==> src/rtl/tick_divider_bank_if.sv <==
// Configuration port of tick_divider_bank: valid/ready period reload plus a
// one-cycle error pulse for out-of-range channel indices.
interface tick_divider_bank_if #(
  parameter int unsigned WIDTH = 24
);
  logic             cfg_valid;
  logic             cfg_ready;
  logic [3:0]       cfg_chan;
  logic [WIDTH-1:0] cfg_div;
  logic             cfg_oneshot;
  logic             cfg_now;
  logic             cfg_err;

  modport master (
    output cfg_valid, cfg_chan, cfg_div, cfg_oneshot, cfg_now,
    input  cfg_ready, cfg_err
  );

  modport slave (
    input  cfg_valid, cfg_chan, cfg_div, cfg_oneshot, cfg_now,
    output cfg_ready, cfg_err
  );
endinterface

==> src/rtl/tick_divider_bank.sv <==
// Bank of run-time programmable clock-enable generators: each channel emits a
// one-cycle tick and a toggling level every div+1 cycles.
module tick_divider_bank #(
  parameter int unsigned CHANNELS    = 4,
  parameter int unsigned WIDTH       = 24,
  parameter int unsigned DEFAULT_DIV = 255,
  parameter int unsigned MIN_DIV     = 15,
  parameter int unsigned STEP        = 8
) (
  input  logic                Clock,
  input  logic                RST,
  input  logic                run,
  tick_divider_bank_if.slave  cfg,
  input  logic [CHANNELS-1:0] speedup,
  output logic [CHANNELS-1:0] tick,
  output logic [CHANNELS-1:0] level,
  output logic [CHANNELS-1:0] active
);

  // Below this value a full STEP would cross the floor, so saturate instead.
  localparam logic [WIDTH:0] SAT_FLOOR = (WIDTH+1)'(MIN_DIV) + (WIDTH+1)'(STEP);

  logic [CHANNELS-1:0] pending;
  logic                chan_ok;
  logic                chan_pending;
  logic                cfg_fire;
  logic                cfg_err_q;

  always_comb begin
    chan_pending = 1'b0;
    for (int unsigned i = 0; i < CHANNELS; i++) begin
      if (cfg.cfg_chan == 4'(i)) chan_pending = pending[i];
    end
  end

  assign chan_ok       = 32'(cfg.cfg_chan) < CHANNELS;
  assign cfg.cfg_ready = !chan_pending;
  assign cfg_fire      = cfg.cfg_valid && cfg.cfg_ready;
  assign cfg.cfg_err   = cfg_err_q;

  always_ff @(posedge Clock) begin
    if (RST) cfg_err_q <= 1'b0;
    else     cfg_err_q <= cfg_fire && !chan_ok;
  end

  for (genvar g = 0; g < CHANNELS; g++) begin : g_chan
    logic [WIDTH-1:0] cnt_q;
    logic [WIDTH-1:0] div_q;
    logic [WIDTH-1:0] shadow_div_q;
    logic [WIDTH-1:0] div_sped;
    logic             oneshot_q;
    logic             shadow_os_q;
    logic             act_q;
    logic             pend_q;
    logic             tick_q;
    logic             level_q;
    logic             hit;
    logic             wrap;

    assign hit  = cfg_fire && (cfg.cfg_chan == 4'(g));
    assign wrap = run && act_q && (cnt_q >= div_q);

    // Saturating speed-up target; a period already below the floor is left alone.
    always_comb begin
      div_sped = div_q;
      if ({1'b0, div_q} >= SAT_FLOOR)    div_sped = div_q - WIDTH'(STEP);
      else if (div_q >= WIDTH'(MIN_DIV)) div_sped = WIDTH'(MIN_DIV);
    end

    always_ff @(posedge Clock) begin
      if (RST) begin
        cnt_q        <= '0;
        div_q        <= WIDTH'(DEFAULT_DIV);
        shadow_div_q <= WIDTH'(DEFAULT_DIV);
        oneshot_q    <= 1'b0;
        shadow_os_q  <= 1'b0;
        act_q        <= 1'b1;
        pend_q       <= 1'b0;
        tick_q       <= 1'b0;
        level_q      <= 1'b0;
      end else begin
        tick_q <= wrap;
        if (wrap) level_q <= !level_q;

        if (hit && cfg.cfg_now) begin
          div_q     <= cfg.cfg_div;
          oneshot_q <= cfg.cfg_oneshot;
          cnt_q     <= '0;
          act_q     <= 1'b1;
        end else if (pend_q && (wrap || !act_q)) begin
          // Deferred reload lands at the wrap, or at once on a finished one-shot.
          div_q     <= shadow_div_q;
          oneshot_q <= shadow_os_q;
          cnt_q     <= '0;
          act_q     <= 1'b1;
          pend_q    <= 1'b0;
        end else begin
          if (wrap) begin
            cnt_q <= '0;
            if (oneshot_q) act_q <= 1'b0;
          end else if (run && act_q) begin
            cnt_q <= cnt_q + WIDTH'(1);
          end
          if (speedup[g]) div_q <= div_sped;
          if (hit) begin
            shadow_div_q <= cfg.cfg_div;
            shadow_os_q  <= cfg.cfg_oneshot;
            pend_q       <= 1'b1;
          end
        end
      end
    end

    assign tick[g]    = tick_q;
    assign level[g]   = level_q;
    assign active[g]  = act_q;
    assign pending[g] = pend_q;
  end

endmodule

==> src/flat_wrapper.sv <==
// flat-port wrapper written by rule: the top's interface ports become plain ports
module tick_divider_bank_flat 
#(
  parameter int unsigned CHANNELS    = 4,
  parameter int unsigned WIDTH       = 24,
  parameter int unsigned DEFAULT_DIV = 255,
  parameter int unsigned MIN_DIV     = 15,
  parameter int unsigned STEP        = 8
)
  (Clock, RST, run, speedup, tick, level, active, cfg_cfg_valid, cfg_cfg_chan, cfg_cfg_div, cfg_cfg_oneshot, cfg_cfg_now, cfg_cfg_ready, cfg_cfg_err);
  tick_divider_bank_if #(.WIDTH(WIDTH)) cfg_i ();
  input  logic Clock;
  input  logic RST;
  input  logic run;
  input  logic [CHANNELS-1:0] speedup;
  output logic [CHANNELS-1:0] tick;
  output logic [CHANNELS-1:0] level;
  output logic [CHANNELS-1:0] active;
  input wire logic [$bits(cfg_i.cfg_valid)-1:0] cfg_cfg_valid;
  input wire logic [$bits(cfg_i.cfg_chan)-1:0] cfg_cfg_chan;
  input wire logic [$bits(cfg_i.cfg_div)-1:0] cfg_cfg_div;
  input wire logic [$bits(cfg_i.cfg_oneshot)-1:0] cfg_cfg_oneshot;
  input wire logic [$bits(cfg_i.cfg_now)-1:0] cfg_cfg_now;
  output wire logic [$bits(cfg_i.cfg_ready)-1:0] cfg_cfg_ready;
  output wire logic [$bits(cfg_i.cfg_err)-1:0] cfg_cfg_err;
  assign cfg_i.cfg_valid = cfg_cfg_valid;
  assign cfg_i.cfg_chan = cfg_cfg_chan;
  assign cfg_i.cfg_div = cfg_cfg_div;
  assign cfg_i.cfg_oneshot = cfg_cfg_oneshot;
  assign cfg_i.cfg_now = cfg_cfg_now;
  assign cfg_cfg_ready = cfg_i.cfg_ready;
  assign cfg_cfg_err = cfg_i.cfg_err;
  tick_divider_bank #(.CHANNELS(CHANNELS), .WIDTH(WIDTH), .DEFAULT_DIV(DEFAULT_DIV), .MIN_DIV(MIN_DIV), .STEP(STEP)) u_core (.Clock(Clock), .RST(RST), .run(run), .cfg(cfg_i), .speedup(speedup), .tick(tick), .level(level), .active(active));
endmodule
==> config.mk <==
export PLATFORM = sky130hd
export DESIGN_NAME = tick_divider_bank_flat
export DESIGN_NICKNAME = d
export VERILOG_FILES = /design/src/rtl/tick_divider_bank_if.sv /design/src/rtl/tick_divider_bank.sv /design/src/flat_wrapper.sv
export SDC_FILE = /design/constraint.sdc
export NUM_CORES = 1
export LEC_CHECK = 0
export BUFFER_PORTS_ARGS = -buffer_cell sky130_fd_sc_hd__buf_2
export CAP_MARGIN = 0
export CORE_ASPECT_RATIO = 0.9
export CORE_UTILIZATION = 68
export CTS_CLUSTER_DIAMETER = 120
export CTS_CLUSTER_SIZE = 12
export DETAILED_ROUTE_END_ITERATION = 7
export PLACE_DENSITY = 0.85
export SETUP_SLACK_MARGIN = 0.1
export SLEW_MARGIN = 20
export SYNTH_ARGS = -nofsm -noshare
export SYNTH_HDL_FRONTEND = slang
export SYNTH_SLANG_ARGS = --single-unit
export TNS_END_PERCENT = 20
==> constraint.sdc <==
create_clock -name Clock -period 8.8 [get_ports Clock]
set_clock_uncertainty 0.05 [all_clocks]
set_input_delay 0.44 -clock Clock [delete_from_list [all_inputs] [get_ports Clock]]
set_output_delay 0.44 -clock Clock [all_outputs]
set_load 0.005 [all_outputs]
==> metrics.csv <==
metric,value,unit
status,finished clean,
CTS tree,done,
CTS Hold Bufs,0,
"Clk pin slew, worst setup/hold paths",70,ps
Slew Limit Fails,0,
Vias,16350,
top-count cell post-synth,nand2_1,
CP max stage cell,nand3_1,
Root Buffer,clkbuf_16,
floorplan die width,170.2,um
Worst Hold Launch,cfg_cfg_valid,
DP Wirelength,32.42,mm
number of fill cells,2006,
syn avg cell area,7.763,sq um
synth top area cells,"dfxtp_1 (36%), nand2_1 (8.3%), ha_1 (7.5%)",
row count,55,
share of cells above drive strength 1,6.575,%
Post-Route Setup TNS,0,ps
Syn Inst Count,2229,
number of I/O pins,52,
antenna violations before repair,1,
drc violations,0,
placer's final routability congestion estimate,0.9711,
CP cell instances,"inv_1, ha_1, a21oi_1, o21ai_0, a221oi_1, o2111ai_1, nand2_1, nand3_1, nand2_1, a21oi_1",
"delay-heaviest family, CP",simple AND/OR/NAND/NOR gates,
H-tree depth,1,
synthesis-stage register bit count,313,
first-pass GRT wire length,76.18,mm
height of the die,153.3,um
Leak Pwr,0.007365,uW
RSZ-0062 raised after global routing,false,
die area,26090,sq um
# diodes,0,
Port Buf Inserts,51,
Ys Warns,0,
core area,25050,sq um
critical path startpoint,u_core.g_chan[0].div_q[13],
"Cell Area, Synth",17300,sq um
Total GRT Usage,35.74,%
wire length per cell,18.54,um
router iterations before antenna repair,6,
crit start category,register,
Area Growth Syn to Fin,5.814,%
Detail Route Antenna Nets,0,
slowest cell delay on critical path,850,ps
# Post-CTS Setup Buffers,0,
Crit Path Category,register to register,
register area share after synthesis,36.21,%
fin crit period,3866,ps
syn nets,2371,
Netlist cell types,77,
largest net degree at the start of global routing,57,
total power,2779,uW
worst rel slew slack,28.73,%
Worst Hold Class,primary input to register,
vias in the first global route,15510,
DRT iter0 DRCs,1740,
Starting Density,69.08,%
Synth area leader,dfxtp_1,
power per standard cell area,151.8,nW/um^2
Skew-Pair Late Insertion Delay,560,ps
"Primary FF master, synth",dfxtp_1,
# resized after CTS,0,
TritonCTS sink count,313,
WL final,46.95,mm
Least-Margin Pin Slew,1060,ps
share of the synthesized area in the top cell type,36.21,%
Vias per Instance,6.456,
startpoint of the worst register-to-register path,u_core.g_chan[0].div_q[13],
synth cell count leaders,"nand2_1 (381), dfxtp_1 (313), nor2_1 (214), a21oi_1 (164), inv_1 (113)",
crit path buf inv count,1,
critical path required time,9150,ps
cts bufs inserted,30,
# nets final,2331,
Hold Fails Final Rpt,0,
Worst Path Arrival,4220,ps
global-route congestion overflow total,0,
setup violators final,0,
fin crit share,43.94,%
clock buffer depth,3,
asr flop ratio synth,0,%
f_max,258.6,MHz
Critical Path Sink Type,register,
number of flops mapped to enable cells by yosys,0,
Worst Path Max Fanout,25,
Max IR drop VDD,155.2,uV
Max-Cap Viols,0,
==> registers in the layout (all words and copies together) (netlist names) <==
signal	cells
u_core.g_chan.shadow_div_q	96
u_core.cfg.cfg_err	1
u_core.g_chan.div_q	96
u_core.g_chan.oneshot_q	4
u_core.g_chan.shadow_os_q	4
u_core.g_chan.pend_q	4
u_core.g_chan.tick_q	4
u_core.g_chan.cnt_q	96
u_core.g_chan.act_q	4
u_core.g_chan.level_q	4
==> metal layers <==
layer	GRT usage (%)	part of all wire [%]	vias to the layer above
met2	61.01	48	763
met3	4.868	8.6	104
met1	46.54	41	7781
met5	0	0.028	-
met4	11.07	2.7	2
li1	-	-	7697
==> placed cells by master (no fill, tap or decap), types with 6 or more instances in the layout <==
cell and n:
a211oi_1 17, a21oi_1 164, a21oi_2 10, a221oi_1 21, a22o_1 15, a22oi_1 20
a31oi_1 17, and2_1 17, and3_1 33, and4_1 13, buf_2 50, buf_4 19
clkbuf_16 31, dfxtp_1 313, ha_1 104, inv_1 113, mux2i_1 7, nand2_1 381
nand3_1 101, nand4_1 30, nor2_1 213, nor2b_1 7, nor3_1 48, nor4_1 18
o2111ai_1 6, o211ai_1 27, o21a_1 7, o21ai_0 103, o221ai_1 18, o22ai_1 15
o31ai_1 6, or2_2 6, or3_1 11, or4_1 8, xnor2_1 71, xor2_1 57
==> kinds of logic after synthesis <==
| kind of cell | after synthesis | synth area share (%) |
|---|---|---|
| buffers and inverters | 254 | 6.124 |
| DFF | 313 | 36.21 |
| adders and majority gates | 104 | 7.520 |
| AOI/OAI and AO/OA | 505 | 19.03 |
| xor gates and xnor gates | 128 | 6.479 |
| muxes | 12 | 0.7303 |
| and+or+nand+nor | 913 | 23.90 |
==> path summary, 6_finish.rpt <==
path | to | slack [ps] | depth (start not counted)
setup reg to reg | u_core.g_chan[0].shadow_div_q[11] | 4930 | 10
hold reg to reg | u_core.g_chan[2].shadow_div_q[21] | 410 | 2
setup / recovery | u_core.g_chan[0].shadow_div_q[11] | 4930 | 10
hold / removal | u_core.cfg.cfg_err | 170 | 2
==> final cells by class <==
type / count / area (sq um) / share of cell area, %
Inverter: 113 / 424.2 / 2.317
Timing Repair Buffer: 69 / 392.9 / 2.146
Clock inverter: 1 / 11.26 / 0.06150
Sequential cell: 313 / 6266 / 34.22
Clock buffer: 32 / 779.5 / 4.257
Tap cell: 342 / 427.9 / 2.337
Multi-Input combinational cell: 1662 / 10010 / 54.66
==> worst register-to-register path, stage by stage (launching register included) <==
cell and delay [ps]:
dfxtp_1 440, inv_1 80, ha_1 320, a21oi_1 140, o21ai_0 100, a221oi_1 500, o2111ai_1 210, nand2_1 620
nand3_1 850, nand2_1 300, a21oi_1 100
==> power breakdown <==
part	total, uW	switching [uW]	internal (uW)
Combinational	178	127	51.0
Sequential	1450	18.5	1430
Clock	1150	531	618
==> metrics by stage <==
stage | hold slack [ps] | utilization [%] | cells | area (sq um) | worst slack, ps
after floorplan | 382.2 | - | 2229 | 17300 | 5720
after global placement | 392.5 | 69.92 | 2499 | 17510 | 5046
after detailed placement | 399.6 | 69.92 | 2499 | 17510 | 5015
after CTS | 152.3 | 73.07 | 2532 | 18300 | 5008
after global routing | 168.3 | 73.10 | 2532 | 18310 | 4621
final | 173.1 | 73.10 | 2532 | 18310 | 4934
Power figures use the tool's default switching activity.
